--- config.mk ---
export PLATFORM = sky130hd
export DESIGN_NAME = mem_align_unit
export DESIGN_NICKNAME = d
export VERILOG_FILES = /design/src/rtl/mem_align_unit.sv
export SDC_FILE = /design/constraint.sdc
export NUM_CORES = 1
export LEC_CHECK = 0
export ABC_AREA = 0
export BUFFER_PORTS_ARGS = -buffer_cell sky130_fd_sc_hd__buf_4
export CORE_UTILIZATION = 30
export CTS_CLUSTER_DIAMETER = 80
export DETAILED_ROUTE_END_ITERATION = 7
export GPL_TIMING_DRIVEN = 0
export PLACE_DENSITY = 0.64
export SETUP_SLACK_MARGIN = 0.3
export SLEW_MARGIN = 10
export SYNTH_ARGS = -nofsm -noshare
export SYNTH_HDL_FRONTEND = slang
export SYNTH_SLANG_ARGS = --single-unit
--- constraint.sdc ---
create_clock -name clk -period 2.6 [get_ports clk]
set_input_delay 0.26 -clock clk [delete_from_list [all_inputs] [get_ports clk]]
set_output_delay 0.26 -clock clk [all_outputs]
set_load 0.01 [all_outputs]
--- src/rtl/mem_align_unit.sv ---
// mem_align_unit: load/store alignment engine between the MEM stage and the data-memory port.
// Define MISALIGN_SPLIT_EN to split bus-word-crossing accesses into two memory transactions.
module mem_align_unit #(
  parameter int DATA_W = 32,
  parameter int ADDR_W = 32
) (
  input  logic                  clk,
  input  logic                  rst_n,
  input  logic                  req_valid,
  output logic                  req_ready,
  input  logic                  req_we,
  input  logic [2:0]            req_funct3,
  input  logic [ADDR_W-1:0]     req_addr,
  input  logic [DATA_W-1:0]     req_wdata,
  output logic                  mem_read,
  output logic                  mem_write,
  output logic [ADDR_W-1:0]     mem_addr,
  output logic [DATA_W/8-1:0]   mem_wmask,
  output logic [DATA_W-1:0]     mem_wdata,
  input  logic [DATA_W-1:0]     mem_rdata,
  input  logic                  mem_resp,
  output logic                  rsp_valid,
  output logic [DATA_W-1:0]     rsp_rdata,
  output logic                  rsp_err
);
  localparam int NB    = DATA_W / 8;
  localparam int OFS_W = $clog2(NB);

  typedef enum logic [1:0] {IDLE = 2'd0, ACC0 = 2'd1, ACC1 = 2'd2, RESP = 2'd3} state_e;

  state_e              state_q, state_d;
  logic                we_q;
  logic [2:0]          f3_q;
  logic [ADDR_W-1:0]   addr_q;
  logic [DATA_W-1:0]   wdata_q;
  logic                mem_read_q, mem_read_d, mem_write_q, mem_write_d;
  logic [ADDR_W-1:0]   mem_addr_q, mem_addr_d;
  logic [NB-1:0]       mem_wmask_q, mem_wmask_d;
  logic [DATA_W-1:0]   mem_wdata_q, mem_wdata_d;
  logic                rsp_valid_q, rsp_valid_d, rsp_err_q, rsp_err_d;
  logic [DATA_W-1:0]   rsp_rdata_q, rsp_rdata_d;

  logic                idle_s, illegal_s, err_s;
  logic [2:0]          cur_f3_s;
  logic [ADDR_W-1:0]   cur_addr_s;
  logic [DATA_W-1:0]   cur_wdata_s;
  logic [OFS_W-1:0]    off_s;
  logic [3:0]          size_s;
  logic [NB-1:0]       lanes_s, mask_lo_s;
  logic [DATA_W-1:0]   wdata_lo_s, fin_lo_s, fin_hi_s, load_data_s;

  function automatic logic [DATA_W-1:0] merge(input logic [DATA_W-1:0] lo,
                                              input logic [DATA_W-1:0] hi,
                                              input logic [OFS_W-1:0]  off);
    return DATA_W'({hi, lo} >> {off, 3'b000});
  endfunction

  function automatic logic [DATA_W-1:0] extend(input logic [DATA_W-1:0] raw, input logic [2:0] f3);
    logic sgn;
    int   nbits;
    logic [DATA_W-1:0] r;
    case (f3[1:0])
      2'b00:   sgn = raw[7];
      2'b01:   sgn = raw[15];
      2'b10:   sgn = raw[31];
      default: sgn = raw[DATA_W-1];
    endcase
    sgn   = sgn & ~f3[2];
    nbits = 32'd8 << f3[1:0];
    for (int i = 0; i < DATA_W; i++) r[i] = (i < nbits) ? raw[i] : sgn;
    return r;
  endfunction

  // While idle the live request drives the decode; afterwards the latched copy does.
  assign idle_s      = (state_q == IDLE);
  assign req_ready   = idle_s;
  assign cur_f3_s    = idle_s ? req_funct3 : f3_q;
  assign cur_addr_s  = idle_s ? req_addr   : addr_q;
  assign cur_wdata_s = idle_s ? req_wdata  : wdata_q;
  assign off_s       = cur_addr_s[OFS_W-1:0];
  assign size_s      = 4'd1 << cur_f3_s[1:0];
  assign illegal_s   = ((cur_f3_s[1:0] == 2'b11) && (DATA_W == 32)) || (cur_f3_s == 3'b111);

  always_comb begin
    for (int i = 0; i < NB; i++) lanes_s[i] = (i < int'(size_s));
  end

`ifdef MISALIGN_SPLIT_EN
  logic                crossing_s;
  logic [NB-1:0]       mask_hi_s;
  logic [DATA_W-1:0]   wdata_hi_s, lo_q, lo_d;

  assign crossing_s               = (int'(off_s) + int'(size_s)) > NB;
  assign {mask_hi_s, mask_lo_s}   = {{NB{1'b0}}, lanes_s} << off_s;
  assign {wdata_hi_s, wdata_lo_s} = {{DATA_W{1'b0}}, cur_wdata_s} << {off_s, 3'b000};
  assign err_s                    = illegal_s;
  assign fin_lo_s                 = (state_q == ACC1) ? lo_q : mem_rdata;
  assign fin_hi_s                 = (state_q == ACC1) ? mem_rdata : '0;
`else
  logic                misalign_s;

  assign misalign_s = |({{(4-OFS_W){1'b0}}, off_s} & (size_s - 4'd1));
  assign mask_lo_s  = lanes_s << off_s;
  assign wdata_lo_s = cur_wdata_s << {off_s, 3'b000};
  assign err_s      = illegal_s | misalign_s;
  assign fin_lo_s   = mem_rdata;
  assign fin_hi_s   = '0;
`endif

  assign load_data_s = we_q ? '0 : extend(merge(fin_lo_s, fin_hi_s, off_s), f3_q);

  // Next-state and next-output decode; memory outputs hold unless a transition updates them.
  always_comb begin
    state_d     = state_q;
    mem_read_d  = mem_read_q;
    mem_write_d = mem_write_q;
    mem_addr_d  = mem_addr_q;
    mem_wmask_d = mem_wmask_q;
    mem_wdata_d = mem_wdata_q;
    rsp_valid_d = 1'b0;
    rsp_err_d   = 1'b0;
    rsp_rdata_d = '0;
`ifdef MISALIGN_SPLIT_EN
    lo_d        = lo_q;
`endif
    case (state_q)
      IDLE: begin
        if (req_valid && err_s) begin
          state_d     = RESP;
          rsp_valid_d = 1'b1;
          rsp_err_d   = 1'b1;
        end else if (req_valid) begin
          state_d     = ACC0;
          mem_read_d  = ~req_we;
          mem_write_d = req_we;
          mem_addr_d  = {cur_addr_s[ADDR_W-1:OFS_W], {OFS_W{1'b0}}};
          mem_wmask_d = mask_lo_s;
          mem_wdata_d = wdata_lo_s;
        end else begin
          state_d = IDLE;
        end
      end
      ACC0: begin
`ifdef MISALIGN_SPLIT_EN
        if (mem_resp && crossing_s) begin
          state_d     = ACC1;
          lo_d        = mem_rdata;
          mem_addr_d  = mem_addr_q + ADDR_W'(NB);
          mem_wmask_d = mask_hi_s;
          mem_wdata_d = wdata_hi_s;
        end else
`endif
        if (mem_resp) begin
          state_d     = RESP;
          mem_read_d  = 1'b0;
          mem_write_d = 1'b0;
          rsp_valid_d = 1'b1;
          rsp_rdata_d = load_data_s;
        end else begin
          state_d = ACC0;
        end
      end
`ifdef MISALIGN_SPLIT_EN
      ACC1: begin
        if (mem_resp) begin
          state_d     = RESP;
          mem_read_d  = 1'b0;
          mem_write_d = 1'b0;
          rsp_valid_d = 1'b1;
          rsp_rdata_d = load_data_s;
        end else begin
          state_d = ACC1;
        end
      end
`endif
      RESP:    state_d = IDLE;
      default: state_d = IDLE;
    endcase
  end

  // State, latched request and registered outputs.
  always_ff @(posedge clk or negedge rst_n) begin
    if (!rst_n) begin
      state_q     <= IDLE;
      we_q        <= 1'b0;
      f3_q        <= 3'b000;
      addr_q      <= '0;
      wdata_q     <= '0;
      mem_read_q  <= 1'b0;
      mem_write_q <= 1'b0;
      mem_addr_q  <= '0;
      mem_wmask_q <= '0;
      mem_wdata_q <= '0;
      rsp_valid_q <= 1'b0;
      rsp_err_q   <= 1'b0;
      rsp_rdata_q <= '0;
`ifdef MISALIGN_SPLIT_EN
      lo_q        <= '0;
`endif
    end else begin
      state_q     <= state_d;
      if (idle_s && req_valid) begin
        we_q    <= req_we;
        f3_q    <= req_funct3;
        addr_q  <= req_addr;
        wdata_q <= req_wdata;
      end
      mem_read_q  <= mem_read_d;
      mem_write_q <= mem_write_d;
      mem_addr_q  <= mem_addr_d;
      mem_wmask_q <= mem_wmask_d;
      mem_wdata_q <= mem_wdata_d;
      rsp_valid_q <= rsp_valid_d;
      rsp_err_q   <= rsp_err_d;
      rsp_rdata_q <= rsp_rdata_d;
`ifdef MISALIGN_SPLIT_EN
      lo_q        <= lo_d;
`endif
    end
  end

  assign mem_read  = mem_read_q;
  assign mem_write = mem_write_q;
  assign mem_addr  = mem_addr_q;
  assign mem_wmask = mem_wmask_q;
  assign mem_wdata = mem_wdata_q;
  assign rsp_valid = rsp_valid_q;
  assign rsp_err   = rsp_err_q;
  assign rsp_rdata = rsp_rdata_q;
endmodule

* Word level (Yosys, flattened, before mapping)
Cells that the tools add are included.
** Word-level totals
- Register bits after elaboration :: 172
- Bits in latches :: 0
- Bits in writable memories :: 0
- Bits in read-only memories :: 0
- Input port bits :: 104
- Memories :: 0
** Operators by class
- Add/sub/neg operators :: 1
- Multiply operators :: 0
- Divide/modulo/power cells :: 0
- Order comparisons :: 36
- Equality and inequality tests :: 7
- Shifts and indexed selects :: 5
- Mux-type cells :: 54
- Bitwise logic cells :: 6
- Reduce and logical (&&, ||, !) cells :: 9
** Operators with widths (count)
- < comparator 6 x 32 -> 1 bit, first input constant :: 16
- < comparator 5 x 32 -> 1 bit, first input constant :: 8
- 2-to-1 mux 32 bit :: 5
- < comparator 4 x 32 -> 1 bit, first input constant :: 4
- < comparator 3 x 32 -> 1 bit, first input constant :: 2
- 2-to-1 mux 1 bit :: 41
- < comparator 1 x 32 -> 1 bit, first input constant :: 1
- < comparator 2 x 32 -> 1 bit, first input constant :: 1
- << shifter 32 x 5 -> 32 bit :: 1
- << shifter 4 x 2 -> 32 bit, first input constant :: 1
- right shift 32 x 5 -> 32 bit :: 1
- < comparator 1 x 4 -> 1 bit, first input constant :: 2
- < comparator 2 x 4 -> 1 bit, first input constant :: 2
- case mux 1 bit (2 select lines) :: 4
- != test 2 bit, second input constant :: 3
- bitwise AND 2 x 4 -> 4 bit :: 1
- == test 2 x 1 -> 1 bit, second input constant :: 2
- logical NOT 2 bit :: 2
- 2-to-1 mux 2 bit :: 2
- case mux 2 bit (2 select lines) :: 1
- AND reduction 4 bit :: 1
- OR reduction 4 bit :: 1
- << shifter 1 x 2 -> 4 bit, first input constant :: 1
- << shifter 4 x 2 -> 4 bit :: 1
- 11 further kinds :: 14

* Logic depth before layout (Yosys ltp)
Gate-level depths: netlist (run 1).
- Word-level depth :: 10
- Gate-level depth with buffers :: 10
- Depth with buffers taken out :: 6

* Worst setup path before layout (run 1)
No wires, ideal clock.
- Path type :: reg-to-reg
- From :: register, netlist name rsp_valid
- To :: register rsp_rdata_q[10], in the netlist rsp_rdata[10]
- Data arrival time :: 1844 ps
- Data required time :: 2461 ps
- Setup slack :: 617 ps
- Stages on the path, launching flop included :: 8
- Period minus slack after synthesis :: 1983 ps
- Path through :: dfrtp_1 or2_1 buf_4 inv_8 mux2i_4 nand3_1 a311oi_4 nor3b_1
** RTL lines
- to (signal assigned) :: RTL line 215 : rsp_rdata_q <= rsp_rdata_d;
- to (decl) :: RTL line 41 : logic [DATA_W-1:0] rsp_rdata_q, rsp_rdata_d;

==> impl_metrics.yaml, run 1 <==
global_route:
  grt_pass1_wl_mm: 30.7
  grt.total_usage_pct: 18.9
  busiest_layer: "met2"
  grt_util_met3_pct: 3.81
  antenna_found_initial: 0
  gr-usage-met2_pct: 30.5
  met1_usage_pct: 24.4
  grt_max_degree: 85
  grt_pass1_vias: 5515
  overflow: 0
route:
  wl_per_cell_um: 17.5
  ant_nets: 0
  wl_mm: 19.5
  num_vias: 5327
  dr.pass1.iters: 5
  first_iter_violations: 346
  drc: 0
  via_per_inst: 4.78
sta:
  tightest_slew_ps: 666
  relSlewSlack_pct: 55.6
  tns_ps: 0
  max_freq_ghz: 0.464
  final-hold-violation-count: 0
  period_share_pct: 82.9
  rsz0062_at_grt: "false"
  setup_viol: 0
  period_needed_ps: 2160
  report.final.slew_viol_count: 0
  fin_skew_ps: 8.42
worst_setup_path:
  cp_cell_sequence: "or2_1 > buf_4 > inv_8 > mux2i_4 > nand3_2 > a311oi_4 > buf_4 > nor3b_1"
  cp_common_cell: "buf_4"
  start_kind: "register"
  worst_ep_arrival_time_ps: 2440
  worstPathMaxFanout: 10
  worstSetupPathType: "register to register"
  cp.required_ps: 2880
  worst_path_max_delay_cell: "dfrtp_1"
  cp-end-kind: "register"
  crit_path_max_incr_delay_ps: 400
synth:
  synth_seq_cells: 133
  synth_top_area_share_pct: 53.2
  syn_inst: 600
  avgSynthCellArea_um2: 10.4
  synth_cell_types: 47
  yosysTopAreaCell: "dfrtp_1"
  ys_seq_area_share_pct: 53.2
  synth-warning-count: 0
  yosysMostFrequentCell: "nand2_1"
  synth_area_um2: 6250
  synth_edf_count: 0
  ys_top_cells_by_count: "170 x nand2_1, 133 x dfrtp_1, 51 x mux2_2"
  yosys-top-cells-area: "dfrtp_1 53%, nand2_1 10%, mux2_2 9.2%"
  synthArstFlopShare_pct: 100
  synth-main-ff-cell: "dfrtp_1"
clock_tree:
  path_clk_slew_ps: 60
  clockRootBuffer: "clkbuf_16"
  clockBufferDepth: 2
  cts.sinks: 133
  htree_levels: 4
  cts_tree: "built"
  clk_latency_ps: 410
  cts-buffers-inserted: 17
outcome:
  outcome: "finished clean"
floorplanning:
  io-pin-count: 209
  die_y_um: 146
  fp-row-count: 52
  start_util_pct: 30.7
  die_area_um2: 21400
  dieWidth_um: 146
  core_area_um2: 20400
power:
  power_density_nw_per_um2: 1180
  total_power_mw: 10.4
  power.leakage_nw: 4.40
  vdd_drop_max_uv: 394
finish:
  fin_cells: 1115
  finalNetCount: 937
  fin_util_pct: 43.1
  diodes: 0
  syn_to_final_growth_pct: 40.5
  drive_gt1_share_pct: 41.4
place:
  dp_hpwl_mm: 14.7
  dp_cells: 1078
  portBuffers: 206
  place_congestion: 0.860
worst_hold_path:
  worstHoldPathType: "input port to register"
run:
  drv_cap: 0
## layout by cell type, fill, tap and decap left out, types with 2 or more instances in the layout
| cell | synthesis | routed |
|---|---|---|
| o21ai_0 | 30 | 29 |
| o221ai_1 | 8 | 8 |
| nor3b_1 | 9 | 9 |
| nand2b_1 | 2 | 2 |
| o21a_1 | 9 | 9 |
| and3_1 | 8 | 8 |
| clkbuf_1 | 9 | 7 |
| nor4_1 | 2 | 2 |
| nor2_1 | 15 | 13 |
| conb_1 | 1 | 2 |
| clkinv_4 | 0 | 4 |
| a21o_1 | 3 | 3 |
| a211oi_1 | 2 | 2 |
| inv_1 | 4 | 4 |
| o2bb2ai_1 | 2 | 2 |
| clkbuf_2 | 0 | 2 |
| nor2_2 | 1 | 2 |
| mux2_2 | 51 | 51 |
| buf_6 | 1 | 2 |
| clkinv_2 | 0 | 4 |
| buf_4 | 6 | 216 |
| clkbuf_16 | 0 | 17 |
| dfrtp_1 | 133 | 133 |
| a221oi_1 | 7 | 7 |
| a21oi_1 | 11 | 11 |
| o21ai_1 | 2 | 3 |
| clkinvlp_4 | 0 | 2 |
| clkbuf_8 | 0 | 3 |
| nand2_1 | 170 | 170 |
| nand3_2 | 1 | 2 |
| mux2i_1 | 33 | 33 |
| nor2_4 | 1 | 2 |
| nand3_1 | 12 | 11 |
| o31ai_1 | 19 | 19 |
| buf_2 | 30 | 29 |
## worst max-delay path, delay by kind of cell (launching register included)
kind / cells / cell delay [ps]
flip-flops: 1 / 400
AO/OA/AOI/OAI: 1 / 300
buffers and inverters: 3 / 490
multiplexers: 1 / 380
AND/OR/NAND/NOR: 3 / 450
## cell type report
class                           instances  area, um^2
Buffer                                 46         245
Clock buffer                           20         467
Clock inverter                         11        78.8
Fill cell                            2002       11600
Inverter                                5        26.3
Multi-Input combinational cell        417        2680
Sequential cell                       133        3330
Tap cell                              270         338
Timing Repair Buffer                  213        1630
## metrics by stage
step | area, um^2 | setup slack (ps) | hold slack, ps
finish | 8780 | 444 | 38.3
global route | 8780 | 305 | 20.9
global placement | 8140 | 315 | 451
floorplan | 6260 | 617 | -35.6
detailed placement | 8170 | 302 | 238
CTS | 8740 | 300 | 10.1
## metal layers
metal | wire length (um) | up-vias
met5 | 0 | -
met1 | 8880 | 2573
met3 | 912 | 35
li1 | - | 2534
met2 | 9200 | 185
met4 | 529 | 0
## what timing repair did
action / 4_1_cts / 5_1_grt
hold buffers: 1 / 0
endpoints found under the hold margin: 49 / 0
pin swaps: 1 / 1
resized for setup: 1 / 8
endpoints found under the setup margin: 2 / 62
buffers inserted: 1 / 4
## cells by family (layout without fill, tap and decap cells)
group           after synthesis  in the layout  synth area share, %
compound gates              100            100                 11.4
flops                       133            133                 53.2
simple gates                229            229                 16.0
buf+inv                      51            295                 4.26
mux                          86             86                 15.1
other cells                   1              2               0.0600
## state kept, by name, summed over array words and instances (netlist names), 2 cells and up
register / flops
addr_q: 2
rsp_rdata: 32
wdata_q: 24
mem_addr: 30
mem_wdata: 32
f3_q: 3
mem_wmask: 4
## final timing paths
path	from	to	slack [ps]	cells after the start
max	rsp_valid	rsp_rdata[13]	440	8
min	req_addr[29]	mem_addr[29]	40	3
max reg2reg	rsp_valid	rsp_rdata[13]	440	8
min reg2reg	mem_addr[20]	mem_addr[20]	470	2
max in group asynchronous	rst_n	wdata_q[9]	1460	3
min in group asynchronous	rst_n	rsp_rdata[7]	350	2
## report_power, final
group          switching, mW  internal, mW
combinational           2.65          2.19
sequential             0.451          2.91
clock                  0.914          1.29
total                   4.02          6.39
Note: power is estimated with default switching activity, not from simulation.
==> run 2: changes to the inputs <==
Settings changed: ABC_AREA 0 to 1, PLACE_DENSITY 0.64 to 0.62.
Clock period 2.6 ns to 2.3 ns, I/O delays scaled along.
==> run 2 against run 1 <==
Compared with the run above:
- the flow now finishes with violations (design-rule violations)
- critical endpoint is now req_ready
- first-iteration DRC count increased by 110%
- sequential cell count grew 38
- routed wire length rose by 36%
- final cell count is 43% higher
- via count rose by 44%
- die area rose by 30%
- area after synthesis increased by 30%
- largest cell class unchanged
- non-clock buffer count grew 20
==> impl_metrics.yaml, run 2 <==
outcome:
  outcome: "complete, but fails checks"
  violations: "design-rule violations"
worst_hold_path:
  hold_path_end: "wdata_q[2]"
  worstHoldPathType: "input port to register"
  min_from: "req_wdata[2]"
  holdPathStages: 3
sta:
  setup_viol: 0
  final-hold-violation-count: 0
  fin_skew_ps: 14.2
  relSlewSlack_pct: 57.7
  report.final.slew_viol_count: 0
  rsz0062_at_grt: "true"
  tightest_slew_ps: 634
  period_needed_ps: 1960
  period_share_pct: 85.2
  max_freq_ghz: 0.510
  tns_ps: 0
worst_setup_path:
  worstSetupPathType: "register to primary output"
  worstRegToRegCells: 10
  crit_buf_inv: 5
  start_kind: "register"
  cp_common_cell: "buf_6"
  cp_cell_sequence: "nor2_4 > buf_8 > buf_6 > buf_6 > clkbuf_8 > buf_4"
  rrSetupSlack_ps: 410
  worstPathMaxFanout: 10
  worst_ep_arrival_time_ps: 1730
  cp-end-kind: "primary output"
  r2r_start: "rsp_valid"
  worst_path_max_delay_cell: "dfrtp_2"
  reg2reg_to: "rsp_rdata[20]"
  crit_path_max_incr_delay_ps: 430
  cp.required_ps: 2070
  critical-path-top-delay-family: "buffers and inverters"
finish:
  fill_cells: 2685
  drive_gt1_share_pct: 24.9
  final_area_um2: 10800
  syn_to_final_growth_pct: 33.3
  layout_common_cells: "310 x nand2_1, 214 x buf_4, 170 x dfrtp_1, 151 x o21ai_0, 89 x inv_1"
  finalNetCount: 1355
  final_common_cell: "nand2_1"
place:
  place_congestion: 0.903
  portBuffers: 206
  dpl_cell_area_um2: 10100
  dp_hpwl_mm: 20.0
clock_tree:
  cts.sinks: 171
  cts-buffers-inserted: 17
  clk_latency_ps: 430
  clockBufferDepth: 2
  cts_tree: "built"
  path_clk_slew_ps: 70
  htree_levels: 4
  clockRootBuffer: "clkbuf_16"
synth:
  yosys.area_share.adder_pct: 0
  synth-warning-count: 0
  yosysTopAreaCell: "dfrtp_1"
  syn_inst: 1021
  synthXorXnorAreaFrac_pct: 0
  synth_compound_area_share_pct: 17.8
  synth_top_area_share_pct: 52.6
  yosys-top-cells-area: "dfrtp_1 53%, nand2_1 14%, o21ai_0 10%"
  synth-main-ff-cell: "dfrtp_1"
  ys_seq_area_share_pct: 52.6
  synth.area.mux_share_pct: 0
  synth_seq_cells: 171
  yosysMostFrequentCell: "nand2_1"
  avgSynthCellArea_um2: 7.96
  ys_top_cells_by_count: "312 x nand2_1, 171 x dfrtp_1, 169 x o21ai_0"
  synth_area_um2: 8130
  synth_top_family_by_area: "simple AND/OR/NAND/NOR gates"
  synth_edf_count: 0
  synth-simple-area-share_pct: 20.4
  synthArstFlopShare_pct: 100
  synth_cell_types: 29
power:
  power.share.clock_pct: 17.4
  netSwitchingFraction_pct: 44.7
  power.switching_mw: 7.24
  power.leakage_nw: 5.56
  combPwrFrac_pct: 52.0
  p_int_mw: 8.97
  power_density_nw_per_um2: 1500
  vdd_drop_max_uv: 464
  power_frac_seq_pct: 30.6
floorplanning:
  die_area_um2: 27800
  dieWidth_um: 167
  io-pin-count: 209
  die_y_um: 167
  start_util_pct: 30.9
  core_area_um2: 26400
  fp-row-count: 59
global_route:
  antenna_found_initial: 1
  grt_max_degree: 93
  grt_pass1_vias: 7534
  grt.total_usage_pct: 19.3
  overflow: 0
  grt_pass1_wl_mm: 40.9
route:
  num_vias: 7692
  met3_length_mm: 1.80
  routedLengthMet1_mm: 11.4
  dr.pass1.iters: 8
  wl_mm: 26.5
  drc: 16
  via_per_inst: 4.81
  met2_length_mm: 12.8
  wl_per_cell_um: 16.6
  first_iter_violations: 740
  ant_nets: 0
  top_layer: "met4"
run:
  drv_cap: 0
## run 2: changes by cell type in the layout (fill, tap and decap cells not counted), moves of 12 or more
cell,before,now
nand2_1,170,310
o21ai_0,29,151
inv_1,4,89
mux2_2,51,0
o21ai_1,3,48
a21oi_1,11,51
dfrtp_1,133,170
mux2i_1,33,0
nand3_1,11,36
nor2_1,13,33
o31ai_1,19,0
buf_2,29,12
clkbuf_1,7,24
a22oi_1,0,12
## run 2: worst max path at each step
| stage | start | endpoint | slack [ps] | depth (start not counted) |
|---|---|---|---|---|
| 2_1_floorplan | rsp_valid | mem_wdata[16] | 600 | 13 |
| 3_3_place_gp | rst_n | wdata_q[24] | -70 | 1 |
| 3_5_place_dp | rsp_valid | addr_q[31] | 60 | 6 |
| 4_1_cts | rsp_valid | req_ready | 140 | 6 |
| 5_1_grt | rsp_valid | req_ready | 260 | 6 |
| 6_report | rsp_valid | req_ready | 340 | 6 |
## run 2: logic make-up (layout without fill, tap and decap cells)
| kind of cell | count (synthesis) | in the layout |
|---|---|---|
| AOI/OAI and AO/OA | 279 | 279 |
| buffers and inverters | 161 | 403 |
| DFF | 171 | 171 |
| other | 1 | 3 |
| and+or+nand+nor | 409 | 409 |
## run 2: tightest hold or removal path, cell delays in order
cell	delay, ps
buf_4	80
nand2_1	40
o21ai_0	50
## run 2: power by group through the flow
stage,clock network (mW),logic (mW),registers (mW)
2_1_floorplan,0,4.64,5.16
3_3_place_gp,0,8.00,4.96
3_5_place_dp,0,8.13,4.98
4_1_cts,2.87,8.23,4.94
5_1_grt,2.99,9.33,5.09
6_report,2.82,8.43,4.95
## run 2: layer usage
layer	track usage, %	up-vias
met5	0	-
met4	5.92	0
met3	4.63	29
met2	32.4	277
met1	24.4	3627
li1	-	3759
## run 2: timing repair
| item | in CTS | in global routing |
|---|---|---|
| setup buffers | 0 | 1 |
| endpoints found under the setup margin | 92 | 121 |
| gates cloned | 0 | 0 |
| hold endpoints to repair | 80 | 0 |
| pin swaps | 0 | 2 |
| gates resized for setup | 18 | 47 |
| hold buffers | 2 | 0 |
## run 2: cell type report
class | count | area, um^2 | share of cell area, %
Antenna cell | 1 | 2.50 | 0.0231
Multi-Input combinational cell | 690 | 3170 | 29.2
Clock inverter | 11 | 110 | 1.02
Inverter | 92 | 348 | 3.21
Sequential cell | 171 | 4280 | 39.5
Timing Repair Buffer | 210 | 1610 | 14.8
Clock buffer | 21 | 460 | 4.25
Buffer | 69 | 444 | 4.10
Tap cell | 335 | 419 | 3.87
## run 2: per-stage QoR
step                total power, mW  std cells  util, %  setup slack, ps  hold slack, ps
CTS                            16.0       1598     40.8              140            9.05
global placement               13.0       1563     38.3            -70.7             433
floorplan                      9.80       1022        -              600           -65.6
finish                         16.2       1600     41.1              341            22.6
global route                   17.4       1600     41.1              259            6.56
detailed placement             13.1       1564     38.5             56.8             269
